--- src/rtl/hdb3_pkg.sv ---
// Shared HDB3 definitions used by the substitution encoder and the polar stage.
package hdb3_pkg;

  // Symbol alphabet carried between the substitution encoder and the polar stage.
  typedef enum logic [1:0] {
    SYM_0 = 2'b00,
    SYM_1 = 2'b01,
    SYM_B = 2'b10,
    SYM_V = 2'b11
  } sym_t;

  // Line states produced by the polar stage.
  typedef enum logic [1:0] {
    POL_Z = 2'b00,
    POL_P = 2'b01,
    POL_N = 2'b10
  } pol_t;

  // Symbol pipeline depth: B must reach back to the first zero of a four-zero run.
  localparam int unsigned PIPE_DEPTH = 4;

  // Length of a zero run that triggers substitution.
  localparam int unsigned ZRUN_LEN   = 4;

  // True for symbols that put a pulse on the line (1, B and V).
  function automatic logic sym_is_pulse(input sym_t s);
    return (s != SYM_0);
  endfunction

endpackage

--- src/rtl/hdb3_sub_enc_if.sv ---
// Bit-in / symbol-out bus of the HDB3 substitution encoder.
interface hdb3_sub_enc_if;
  logic       bit_en;
  logic       data_in;
  logic [1:0] code_out;
  logic       code_valid;
  logic       v_strobe;

  // Source of NRZ bits, sink of HDB3 symbols.
  modport master (
    output bit_en,
    output data_in,
    input  code_out,
    input  code_valid,
    input  v_strobe
  );

  // The encoder itself.
  modport slave (
    input  bit_en,
    input  data_in,
    output code_out,
    output code_valid,
    output v_strobe
  );
endinterface

--- src/rtl/hdb3_sub_enc.sv ---
// HDB3 zero-substitution encoder: NRZ bits in, 0/1/B/V symbols out through a
// four-deep symbol pipeline so that B can replace the first zero of a run.
module hdb3_sub_enc
  import hdb3_pkg::*;
#(
  parameter logic INIT_PARITY = 1'b0
) (
  input  logic          clk,
  input  logic          rst_n,
  hdb3_sub_enc_if.slave bus
);

  sym_t       r_sr [PIPE_DEPTH];
  logic [1:0] r_zcnt;
  logic       r_parity;
  logic [2:0] r_fill;
  logic       r_v_strobe;

  logic       w_fourth_zero;
  sym_t       w_new_sym;
  sym_t       w_head_sym;

  // Classify the incoming bit and pick the symbols entering sr[0] and sr[3].
  always_comb begin
    w_fourth_zero = !bus.data_in && (r_zcnt == 2'(ZRUN_LEN - 1));
    w_new_sym     = SYM_0;
    w_head_sym    = r_sr[2];
    if (bus.data_in) begin
      w_new_sym = SYM_1;
    end else if (w_fourth_zero) begin
      w_new_sym = SYM_V;
      // The first zero of the run is moving into sr[3] on this same edge;
      // even parity turns it into B, odd parity leaves it a plain zero.
      w_head_sym = r_parity ? SYM_0 : SYM_B;
    end
  end

  // Symbol shift register, newest in sr[0], oldest (output) in sr[3].
  always_ff @(posedge clk or negedge rst_n) begin
    if (!rst_n) begin
      for (int unsigned i = 0; i < PIPE_DEPTH; i++) begin
        r_sr[i] <= SYM_0;
      end
    end else if (bus.bit_en) begin
      r_sr[3] <= w_head_sym;
      r_sr[2] <= r_sr[1];
      r_sr[1] <= r_sr[0];
      r_sr[0] <= w_new_sym;
    end
  end

  // Zero-run counter and pulse parity since the last V.
  always_ff @(posedge clk or negedge rst_n) begin
    if (!rst_n) begin
      r_zcnt   <= '0;
      r_parity <= INIT_PARITY;
    end else if (bus.bit_en) begin
      if (bus.data_in) begin
        r_zcnt   <= '0;
        r_parity <= ~r_parity;
      end else if (w_fourth_zero) begin
        r_zcnt   <= '0;
        r_parity <= 1'b0;
      end else begin
        r_zcnt   <= r_zcnt + 2'd1;
      end
    end
  end

  // Saturating count of real bits in the pipeline since reset.
  always_ff @(posedge clk or negedge rst_n) begin
    if (!rst_n) begin
      r_fill <= '0;
    end else if (bus.bit_en && (r_fill != 3'(PIPE_DEPTH))) begin
      r_fill <= r_fill + 3'd1;
    end
  end

  // One-clock marker for each V inserted.
  always_ff @(posedge clk or negedge rst_n) begin
    if (!rst_n) begin
      r_v_strobe <= 1'b0;
    end else begin
      r_v_strobe <= bus.bit_en && w_fourth_zero;
    end
  end

  assign bus.code_out   = r_sr[3];
  assign bus.code_valid = (r_fill == 3'(PIPE_DEPTH));
  assign bus.v_strobe   = r_v_strobe;

endmodule

--- src/flat_wrapper.sv ---
// flat-port wrapper written by rule: the top's interface ports become plain ports
module hdb3_sub_enc_flat import hdb3_pkg::*;
#(
  parameter logic INIT_PARITY = 1'b0
)
  (clk, rst_n, bus_bit_en, bus_data_in, bus_code_out, bus_code_valid, bus_v_strobe);
  hdb3_sub_enc_if bus_i ();
  input  logic clk;
  input  logic rst_n;
  input wire logic [$bits(bus_i.bit_en)-1:0] bus_bit_en;
  input wire logic [$bits(bus_i.data_in)-1:0] bus_data_in;
  output wire logic [$bits(bus_i.code_out)-1:0] bus_code_out;
  output wire logic [$bits(bus_i.code_valid)-1:0] bus_code_valid;
  output wire logic [$bits(bus_i.v_strobe)-1:0] bus_v_strobe;
  assign bus_i.bit_en = bus_bit_en;
  assign bus_i.data_in = bus_data_in;
  assign bus_code_out = bus_i.code_out;
  assign bus_code_valid = bus_i.code_valid;
  assign bus_v_strobe = bus_i.v_strobe;
  hdb3_sub_enc #(.INIT_PARITY(INIT_PARITY)) u_core (.clk(clk), .rst_n(rst_n), .bus(bus_i));
endmodule
--- config.mk ---
export PLATFORM = sky130hd
export DESIGN_NAME = hdb3_sub_enc_flat
export DESIGN_NICKNAME = d
export VERILOG_FILES = /design/src/rtl/hdb3_pkg.sv /design/src/rtl/hdb3_sub_enc_if.sv /design/src/rtl/hdb3_sub_enc.sv /design/src/flat_wrapper.sv
export SDC_FILE = /design/constraint.sdc
export NUM_CORES = 1
export LEC_CHECK = 0
export ABC_AREA = 1
export CORE_MARGIN = 5
export CORE_UTILIZATION = 25
export CTS_CLUSTER_DIAMETER = 80
export DETAILED_ROUTE_END_ITERATION = 16
export GPL_ROUTABILITY_DRIVEN = 0
export PLACE_DENSITY_LB_ADDON = 0.25
export SETUP_SLACK_MARGIN = 0.1
export SYNTH_ARGS = -nofsm -noshare
export SYNTH_HDL_FRONTEND = slang
export SYNTH_SLANG_ARGS = --single-unit
--- constraint.sdc ---
create_clock -name clk -period 1.6 [get_ports clk]
set_input_delay 0.16 -clock clk [delete_from_list [all_inputs] [get_ports clk]]
set_output_delay 0.16 -clock clk [all_outputs]
set_load 0.01 [all_outputs]
### After elaboration in Yosys (flattened, before gate mapping)

Index checks and enable logic that the tools add are counted.

| storage, ports and cells | value |
|---|---|
| output and inout port bits | 4 |
| flip-flop bits (word level) | 15 |
| bits in read-only memories | 0 |
| logic and storage cells | 29 |
| RAM bits | 0 |
| memories | 0 |
| input port bits | 4 |
| latch bits | 0 |

| operators by class | value |
|---|---|
| shifts and indexed selects | 0 |
| muxes and demuxes | 9 |
| eq/ne operators | 3 |
| $add $sub $neg | 2 |
| div/mod/pow operators | 0 |
| reduce and logical (&&, ||, !) cells | 6 |
| bitwise operators | 1 |
| multipliers | 0 |
| magnitude comparators | 0 |

Operators with widths:

| cell | count |
|---|---|
| $mux 2 | 7 |
| $add 3x1->3 const B | 1 |
| $eq 3x3->1 const B | 1 |
| $logic_and 1x1->1 | 3 |
| $ne 3x3->1 const B | 1 |
| $add 2x1->2 const B | 1 |
| $eq 2x2->1 const B | 1 |
| $mux 1 | 2 |
| $reduce_and 2->1 | 1 |
| $reduce_bool 2->1 | 1 |
| $logic_not 1->1 | 1 |
| $not 1->1 | 1 |

### Longest topological paths before layout

Gate-level depths: netlist of the first run.

| depth | value |
|---|---|
| depth after elaboration | 4 |
| gate-level depth with buffers | 6 |
| gate-level depth less buffers | 6 |

### Worst setup path before layout of the first run

Ideal clock, no wire load.

| timing | value |
|---|---|
| path kind | register to register |
| start | reg u_core.r_fill[0] |
| end | reg u_core.r_fill[0] |
| setup time | 123 ps |
| clock period less this slack | 1016 ps |
| arrival | 893 ps |
| path slack | 584 ps |
| cell stages (with the launch flop) | 6 |
| path through | dfrtp_1 -> inv_1 -> ha_1 -> nand2_1 -> nand2_1 -> xor2_1 |

| on the way | value |
|---|---|
| word-level cells in the longest chain between the ends | 2 |
| elaborated cells on any way between the ends | 3 |

RTL lines:

| item | RTL line | text |
|---|---|---|
| from (decl) | hdb3_sub_enc.sv:16 | `logic [2:0] r_fill;` |
| from (signal assigned) | hdb3_sub_enc.sv:75 | `r_fill <= r_fill + 3'd1;` |
| parallel branches: the longest is 2 deep, another holds $add 3x1->3 | - |  |

Several ways; the timed one is not identified.
A chain may end at the register's enable or synchronous reset.

### Worst setup path after layout of the first run

| timing | value |
|---|---|
| start | reg u_core.r_sr, in the netlist u_core.bus.code_out[1] |
| end | out bus_code_out[1] |

RTL lines:

| item | RTL line | text |
|---|---|---|
| from (decl) | hdb3_sub_enc.sv:13 | `sym_t r_sr [PIPE_DEPTH];` |
| to (decl) | flat_wrapper.sv:12 | `output wire logic [$bits(bus_i.code_out)-1:0] bus_code_out;` |

No word-level cell between the ends.

==> results of run 1 <==
==> layer usage <==
| metal | global-route usage (%) | up-vias |
|---|---|---|
| met1 | 9.67 | 220 |
| met2 | 10.4 | 15 |
| met3 | 3.93 | 2 |
| li1 | - | 250 |
| met5 | 0 | - |
| met4 | 0.909 | 0 |
==> logic make-up after synthesis <==
logic type      after synthesis
flops                        15
xor+xnor                      1
simple gates                 38
buf+inv                      12
fa+ha+maj                     3
compound gates                6
==> placed cells by master (no fill, tap or decap) <==
cell             count
o21ai_2              1
o21ai_1              2
nand4_1              1
clkdlybuf4s50_1      6
dfrtp_1             15
clkbuf_4             3
clkbuf_2             1
inv_1                7
nand2_2              1
nand2_1             27
nor2_1               3
ha_1                 3
buf_4                3
nand3_1              6
inv_2                1
clkbuf_1             1
xor2_1               1
o21ai_0              3
==> worst register-to-register path, stage by stage (launching register included) <==
cell and delay [ps]:
dfrtp_1 410, ha_1 250, o21ai_0 260, nand2_1 90, nand2_1 60
==> synthesized netlist by cell type, drive strengths merged <==
library cell / count
nand4: 1
ha: 3
nor2: 3
nand2: 28
buf: 4
dfrtp: 15
o21ai: 6
xor2: 1
inv: 8
nand3: 6
==> area by class of cell <==
type	instances	area share, %
flip-flops and latches	15	47.4
well taps	30	4.74
inverters	8	3.79
multi-input cells	48	29.7
repair buffers	10	11.1
clock buffers	4	3.32
==> metrics by stage <==
step,setup slack [ps],cells,util [%]
3_5_place_dp,140,111,30.5
5_1_grt,159,115,31.4
6_report,264,115,31.4
3_3_place_gp,174,111,30.5
2_1_floorplan,584,75,-
4_1_cts,116,115,31.5
==> power breakdown <==
part	switching [mW]	internal (mW)	total [mW]
clock network	0.122	0.0968	0.219
registers	0.0457	0.450	0.496
logic	0.132	0.102	0.235
==> worst min-delay path by stage <==
stage          slack [ps]                                  to                       start  depth (start not counted)
3_3_place_gp          460          u_core.r_sr[5]$_DFFE_PN0P_  u_core.r_sr[5]$_DFFE_PN0P_                          2
4_1_cts               180        u_core.r_fill[2]$_DFFE_PN0P_                       rst_n                          2
2_1_floorplan        -140  u_core.bus.code_out[0]$_DFFE_PN0P_                       rst_n                          0
6_report              180  u_core.bus.code_out[0]$_DFFE_PN0P_                       rst_n                          2
5_1_grt               190          u_core.r_sr[3]$_DFFE_PN0P_                       rst_n                          2
3_5_place_dp          460          u_core.r_sr[5]$_DFFE_PN0P_  u_core.r_sr[5]$_DFFE_PN0P_                          2
==> flip-flops by register name, summed over array words and instances, names as in the netlist <==
register	cells
u_core.r_sr	6
u_core.r_fill	3
u_core.bus.code_out	2
u_core.r_zcnt	2
u_core.bus.v_strobe	1
u_core.r_parity	1
==> timing repair <==
action,4_1_cts,5_1_grt
pin swaps,0,0
gates resized for setup,2,2
hold endpoints to repair,0,0
setup endpoints to repair,1,1
==> out/qor.yml, run 1 <==
critical_path:
  r2r_end: "u_core.r_parity$_DFFE_PN0P_"
  worst_setup_path_start_kind: "register"
  crit_end: "bus_code_out[1]"
  worstSetupPathType: "register to output port"
  cp_slowest_cell: "clkdlybuf4s50_1"
  crit_fanout: 2
  max_stage_delay_ps: 540
  path_cells: "clkdlybuf4s50_1"
  crit_buf_inv: 1
  worstPathRequired_ps: 1440
  worstReg2RegStart: "u_core.r_zcnt[0]$_DFFE_PN0P_"
  rr_worst_depth: 4
  rrSetupSlack_ps: 470
  end_kind: "output port"
  cpLargestDelayFamily: "buffers and inverters"
  cp.depth: 1
  crit_arrival_ps: 1180
  worstSetupStartpoint: "u_core.bus.code_out[1]$_DFFE_PN0P_"
pwr:
  p_leak_nw: 0.420
  vdd_drop_max_mv: 0.642
  power_density_mw_per_mm2: 1200
  power_mw: 0.949
logic_synthesis:
  synth_top_family_by_area: "simple AND/OR/NAND/NOR gates"
  synth_compound_area_share_pct: 5.00
  synth_top_area_share_pct: 55.6
  yosys.area_share.simple_pct: 22.6
  ys_seq_area_share_pct: 55.6
  synth_top_area_cell: "dfrtp_1"
  ys_warn_count: 0
  synth-xor-area-share_pct: 1.30
  synthMuxAreaShare_pct: 0
  synthDistinctLibCells: 14
  syn-instance-count: 75
  synth_adder_area_share_pct: 5.56
  syn_nets: 82
  synth_seq_cells: 15
  syn_avg_cell_area_um2: 9.01
  syn-cell-area_um2: 676
  yosys-top-cells-area: "dfrtp_1 (56%), nand2_1 (16%), ha_1 (5.6%), nand3_1 (4.4%), inv_1 (3.9%)"
drt:
  top_layer: "met4"
  num_vias: 487
  wire_per_inst_um: 9.94
  vias_per_cell: 4.23
  drc_errors: 0
  first_pass_iters: 4
  final_antenna_net_count: 0
  route.met2.wl_um: 481
  routedLengthMet1_um: 549
  wirelength_um: 1140
  route.met3.wl_um: 100
  drt_iter0_markers: 23
final_layout:
  diodes: 0
  fill_cells: 278
  regArea_um2: 375
  postLayoutCellArea_um2: 792
  layout-area-overhead-vs-synth_pct: 17.2
  drive_above_1_share_pct: 11.8
  finalNetCount: 93
  multi_input_area_um2: 235
clock_network:
  cts_buffers: 3
  cts.htree.levels: 1
  cts_sinks: 15
  root_buffer: "clkbuf_4"
  cts_buffer_depth: 2
  ctsHoldBuffers: 0
  clk_pin_slew_worst_paths_ps: 90
  tritoncts: "yes"
  clk_latency_ps: 280
  cts_setup_buffers: 0
floorplan:
  die-area_mm2: 0.00384
  pin_count: 8
  die_y_um: 62.0
  rows: 18
  fp.dieW_um: 62.0
  coreArea_mm2: 0.00252
  initial_core_util_pct: 26.8
placement:
  portBuffers: 7
  place_area_um2: 768
  dp_hpwl_um: 843
timing:
  setup_viol: 0
  maxSlewViolCount: 0
  tightest_slew_ps: 323
  rsz0062_at_grt: "false"
  hold_ws_ps: 177
  fin_crit_ps: 1340
  tns_ps: 0
  skew_ps: 1.43
  slew_headroom_pct: 78.4
  fin_crit_sh_pct: 83.5
  hold_viol: 0
  max_freq_mhz: 748
global_route:
  grt_pass1_wl_um: 2060
  grt.total_usage_pct: 7.16
  grt_max_degree: 16
  grt_overflow_total: 0
  antenna_found_initial: 0
  grt_pass1_vias: 460
outcome:
  outcome: "finished clean"
flow_run:
  cap_violations: 0
worst_hold_path:
  hp-class: "input port to asynchronous set/reset pin"
No activity file was read; power rests on OpenSTA's default activity.
==> run 2: changes to the inputs <==
- clock period: 1.6 -> 1.4 ns (I/O delays scaled with it)
==> run 2 against run 1 <==
Compared with the run above:
- combinational power grew 48%
- global-route usage rose by 0.19 points
- die area unchanged
- highest routed layer unchanged
==> out/qor.yml, run 2 (synthesis results as in run 1) <==
outcome:
  outcome: "finished clean"
drt:
  vias_per_cell: 4.19  # -1.1%
  wirelength_um: 1120  # -2.0%
  wire_per_inst_um: 9.49  # -4.5%
  route.met2.wl_um: 505  # +5.0%
  first_pass_iters: 4  # unchanged
  final_antenna_net_count: 0  # unchanged
  top_layer: "met4"
  route.met3.wl_um: 91  # -9.0%
  drc_errors: 0  # unchanged
  routedLengthMet1_um: 516  # -6.0%
  num_vias: 494  # +1.4%
  drt_iter0_markers: 13  # -43%
floorplan:
  fp.dieW_um: 62.0  # unchanged
  die-area_mm2: 0.00384  # unchanged
  die_y_um: 62.0  # unchanged
  coreArea_mm2: 0.00252  # unchanged
  initial_core_util_pct: 26.8  # unchanged
  rows: 18  # unchanged
  pin_count: 8  # unchanged
clock_network:
  clk_latency_ps: 280  # about the same
  clk_pin_slew_worst_paths_ps: 90  # about the same
  cts_buffer_depth: 2  # unchanged
  cts_sinks: 15  # unchanged
  root_buffer: "clkbuf_4"
  cts_buffers: 3  # unchanged
  cts.htree.levels: 1  # unchanged
  tritoncts: "yes"
placement:
  dp_hpwl_um: 831  # -1.4%
  portBuffers: 7  # unchanged
  placed_cells: 113  # +1.8%
  dp_slack_ps: 46.0  # -93.9 ps
critical_path:
  worst_setup_path_start_kind: "register"
  crit_fanout: 3  # +1
  worstSetupPathType: "register to output port"
  end_kind: "output port"
  rr_worst_depth: 6  # +2
  worstReg2RegStart: "u_core.r_fill[1]$_DFFE_PN0P_"
  worstPathRequired_ps: 1260  # -180 ps
  rrSetupSlack_ps: 280  # -190 ps
  r2r_end: "u_core.r_fill[0]$_DFFE_PN0P_"
  crit_arrival_ps: 1100  # -80 ps
timing:
  skew_ps: 2.93  # +1.50 ps
  setup_viol: 0  # unchanged
  maxSlewViolCount: 0  # unchanged
  tns_ps: 0  # unchanged
  setup_ws_ps: 161  # -103 ps
  hold_viol: 0  # unchanged
  tightest_slew_ps: 309  # -14.0 ps
  max_freq_mhz: 807
  rsz0062_at_grt: "true"
  fin_crit_ps: 1240
  slew_headroom_pct: 79.4  # +0.94 points
  fin_crit_sh_pct: 88.5
final_layout:
  multi_input_area_um2: 245  # +4.3%
  layout_commonest_cell: "nand2_1"
  finalNetCount: 96  # +3.2%
  diodes: 0  # unchanged
  regArea_um2: 375  # unchanged
  drive_above_1_share_pct: 19.3  # +7.6 points
  final_cell_mix: "nand2_1 (26), dfrtp_1 (15), nand3_1 (6), buf_4 (6), inv_1 (5)"
  reg_top3: "u_core.r_sr: 6 flops, u_core.r_fill: 3 flops"
  post_layout_nonfiller_instances: 118  # +2.6%
  largest-register: "u_core.r_sr"
  fill_cells: 278  # unchanged
  layout-area-overhead-vs-synth_pct: 23.0
  largest_reg_flops: 6  # unchanged
global_route:
  grt_overflow_total: 0  # unchanged
  grt_pass1_vias: 484  # +5.2%
  antenna_found_initial: 0  # unchanged
  grt.total_usage_pct: 7.36  # +0.19 points
  grt_max_degree: 16  # unchanged
  grt_pass1_wl_um: 2030  # -1.4%
flow_run:
  cap_violations: 0  # unchanged
pwr:
  power_density_mw_per_mm2: 1400  # +17%
  p_leak_nw: 0.459  # +9.2%
  vdd_drop_max_mv: 0.777  # +21%
  power_mw: 1.16  # +22%
worst_hold_path:
  hp-class: "input port to asynchronous set/reset pin"
## run 2: layout make-up
cell class              count  share of cell area, %
clock buffers               4                   3.16
inverters                   8                   3.61
multi-input cells          48                   29.5
flip-flops and latches     15                   45.2
well taps                  30                   4.52
repair buffers             13                   14.0
## run 2: metrics by stage
step                hold slack, ps  instance area, µm²  utilization (%)
floorplan                     -156                 676                -
global placement               464                 783             31.1
detailed placement             463                 783             31.1
CTS                            161                 810             32.1
global route                   175                 831             32.9
finish                         161                 831             32.9
## run 2: power breakdown
group	internal [mW]	switching (mW)	leakage, nW
clock	0.111	0.135	0.0150
combinational	0.177	0.170	0.250
sequential	0.515	0.0544	0.194
## run 2: worst max-delay path, stage by stage (launching register included)
cell and delay [ps]:
dfrtp_1 400, inv_1 70, ha_2 160, nand2_2 50, inv_2 50, buf_6 90
## run 2: metal layers
layer  track usage (%)  vias up
met5                 0        -
met4             0.909        0
met3              4.34        2
met2              12.1        9
met1              8.46      226
li1                  -      257
## run 2: worst max-delay path by stage
stage | start | endpoint | slack, ps | depth (start not counted)
finish | u_core.r_fill[1]$_DFFE_PN0P_ | bus_code_valid | 160 | 5
global route | u_core.r_fill[1]$_DFFE_PN0P_ | bus_code_valid | 80 | 5
CTS | u_core.bus.v_strobe$_DFF_PN0_ | bus_v_strobe | 110 | 1
detailed placement | u_core.r_fill[0]$_DFFE_PN0P_ | bus_code_valid | 50 | 5
global placement | u_core.r_fill[0]$_DFFE_PN0P_ | bus_code_valid | 70 | 5
floorplan | u_core.r_fill[0]$_DFFE_PN0P_ | u_core.r_fill[0]$_DFFE_PN0P_ | 380 | 5
## run 2: what timing repair did
item / CTS / global route
endpoints found under the setup margin: 3 / 3
gates resized for setup: 7 / 7
buffers inserted: 1 / 1
hold buffers: 0 / 0
pin swaps: 0 / 2
==> run 3: changes to the inputs <==
- DONT_BUFFER_PORTS: default -> 1
==> run 3 against run 2 <==
Compared with the run above:
- wire length is 4.5% higher
- final area fell by 10%
- sequential share of layout area increased by 5.2 points
- global-route usage fell by 0.091 points
- sequential power up 1%
- hold slack worse by 150 ps
- non-clock buffer count is 9 lower
- fmax rose by 1.3%
- critical path depth decreased by 1
- via count is 5.9% lower
- setup slack better by 15 ps
- critical path type unchanged
- largest cell class unchanged
==> out/qor.yml, run 3 (synthesis results as in run 1) <==
timing:
  setup_viol: 0  # unchanged
  setup_ws_ps: 176  # +15.5 ps
  fin_crit_sh_pct: 87.4  # -1.1 points
  slew_headroom_pct: 53.7  # -26 points
  tightest_slew_ps: 692  # +383 ps
  tns_ps: 0  # unchanged
  max_freq_mhz: 817  # +1.3%
  fin_crit_ps: 1220  # -15.5 ps
  hold_viol: 0  # unchanged
  rsz0062_at_grt: "false"
  maxSlewViolCount: 0  # unchanged
  skew_ps: 4.27  # +1.34 ps
final_layout:
  reg_top3: "u_core.r_sr: 6 flops, u_core.r_fill: 3 flops"
  drive_above_1_share_pct: 13.9  # -5.4 points
  fill_cells: 276  # -0.72%
  final_cell_mix: "nand2_1 (27), dfrtp_1 (15), nand3_1 (6)"
  layout-area-overhead-vs-synth_pct: 10.4
  layout_commonest_cell: "nand2_1"
  diodes: 0  # unchanged
  finalNetCount: 87  # -9.4%
  largest-register: "u_core.r_sr"
  largest_reg_flops: 6  # unchanged
critical_path:
  crit_fanout: 5  # +2
  crit_buf_inv: 2  # -1
  crit_arrival_ps: 1080  # -20 ps
  max_stage_delay_ps: 410  # about the same
  worstReg2RegStart: "u_core.r_zcnt[0]$_DFFE_PN0P_"
  rrSetupSlack_ps: 300  # +20 ps
  end_kind: "output port"
  r2r_end: "u_core.r_parity$_DFFE_PN0P_"
  worst_setup_path_start_kind: "register"
  path_cells: "inv_2 -> ha_2 -> nand2_2 -> inv_2"
  cpMostUsedCell: "inv_2"
  rr_worst_depth: 4  # -2
  worstSetupPathType: "register to output port"
  cpLargestDelayFamily: "flip-flops"
  worstPathRequired_ps: 1260  # about the same
  cp_slowest_cell: "dfrtp_1"
global_route:
  antenna_found_initial: 0  # unchanged
  grt_pass1_wl_um: 1950  # -3.7%
  grt_max_degree: 16  # unchanged
  grt_pass1_vias: 414  # -14%
  grt_overflow_total: 0  # unchanged
  grt.total_usage_pct: 7.26  # -0.091 points
outcome:
  outcome: "finished clean"
pwr:
  clockPowerShare_pct: 23.3  # +2.2 points
  p_seq_share_pct: 52.9  # +3.9 points
  comb_power_share_pct: 23.8  # -6.1 points
  power_density_mw_per_mm2: 1460  # +4.6%
  p_leak_nw: 0.394  # -14%
  vdd_drop_max_mv: 0.637  # -18%
  p_switching_mw: 0.355  # -0.92%
  p_int_mw: 0.735  # -8.4%
  switching_share_pct: 32.6  # +1.7 points
drt:
  wirelength_um: 1170  # +4.5%
  first_pass_iters: 3  # -1
  vias_per_cell: 4.27  # +1.9%
  drt_iter0_markers: 5  # -8
  wire_per_inst_um: 10.7  # +13%
  num_vias: 465  # -5.9%
  drc_errors: 0  # unchanged
  final_antenna_net_count: 0  # unchanged
floorplan:
  rows: 18  # unchanged
  initial_core_util_pct: 26.8  # unchanged
  fp.dieW_um: 62.0  # unchanged
  die_y_um: 62.0  # unchanged
  pin_count: 8  # unchanged
  die-area_mm2: 0.00384  # unchanged
  coreArea_mm2: 0.00252  # unchanged
placement:
  portBuffers: 0  # -7
  dp_hpwl_um: 809  # -2.7%
  dp_slack_ps: 288  # +242 ps
worst_hold_path:
  hp-class: "input port to register"
  min_path_cells: 3
  min_from: "bus_data_in"
  hold_end: "u_core.r_zcnt[1]$_DFFE_PN0P_"
clock_network:
  cts_buffer_depth: 2  # unchanged
  clk_latency_ps: 290  # about the same
  clk_pin_slew_worst_paths_ps: 100  # about the same
  root_buffer: "clkbuf_4"
  tritoncts: "yes"
  cts_buffers: 3  # unchanged
  cts_sinks: 15  # unchanged
  cts.htree.levels: 1  # unchanged
flow_run:
  cap_violations: 0  # unchanged
## run 3: changes by cell type in the layout (fill, tap and decap cells not counted), moves of 2 or more
cell	delta
dlygate4sd3_1	+3
dlygate4sd2_1	-2
clkdlybuf4s50_1	-3
buf_4	-5
## run 3: repair_timing
| item | 4_1_cts | 5_1_grt |
|---|---|---|
| endpoints found under the hold margin | 24 | 0 |
| setup endpoints to repair | 1 | 1 |
| gates resized for setup | 1 | 3 |
| setup buffers | 0 | 1 |
| hold buffers | 3 | 0 |
## run 3: how the worst max path moves through the flow
stage,from,to,cells after the start
5_1_grt,u_core.r_fill[0]$_DFFE_PN0P_,bus_code_valid,4
6_report,u_core.r_fill[0]$_DFFE_PN0P_,bus_code_valid,4
4_1_cts,u_core.r_fill[0]$_DFFE_PN0P_,bus_code_valid,4
3_3_place_gp,u_core.r_zcnt[0]$_DFFE_PN0P_,u_core.r_parity$_DFFE_PN0P_,4
2_1_floorplan,u_core.r_fill[0]$_DFFE_PN0P_,u_core.r_fill[0]$_DFFE_PN0P_,5
3_5_place_dp,u_core.r_zcnt[0]$_DFFE_PN0P_,u_core.r_parity$_DFFE_PN0P_,4
## run 3: cell type report
class | instances | area (µm²) | area share, %
Clock inverter | 1 | 5.00 | 0.671
Multi-Input combinational cell | 48 | 238 | 31.9
Clock buffer | 3 | 22.5 | 3.02
Timing Repair Buffer | 4 | 37.5 | 5.03
Tap cell | 30 | 37.5 | 5.03
Sequential cell | 15 | 375 | 50.3
Inverter | 8 | 30.0 | 4.03
## run 3: layer usage
metal  wire length, µm  track usage (%)
met5                 0                0
met4                12            0.909
met3                99             5.58
met2               501             10.8
met1               556             8.56
## run 3: power groups by stage
stage	clock network, mW	logic (mW)	registers, mW
floorplan	0	0.194	0.562
global placement	0	0.198	0.577
detailed placement	0	0.207	0.580
CTS	0.265	0.230	0.574
global route	0.287	0.299	0.583
finish	0.254	0.260	0.577
## run 3: worst min-delay path, delay by kind of cell
| family | cells | cell delay, ps |
|---|---|---|
| and+or+nand+nor | 3 | 120 |
## run 3: through the flow
stage / std cells / hold slack [ps] / total power, mW / area, µm² / util, %
CTS: 108 / 3.92 / 1.07 / 733 / 29.1
detailed placement: 101 / -155 / 0.787 / 676 / 26.8
floorplan: 75 / -156 / 0.756 / 676 / -
global placement: 101 / -155 / 0.774 / 676 / 26.8
global route: 109 / 12.1 / 1.17 / 746 / 29.6
finish: 109 / 12.4 / 1.09 / 746 / 29.6
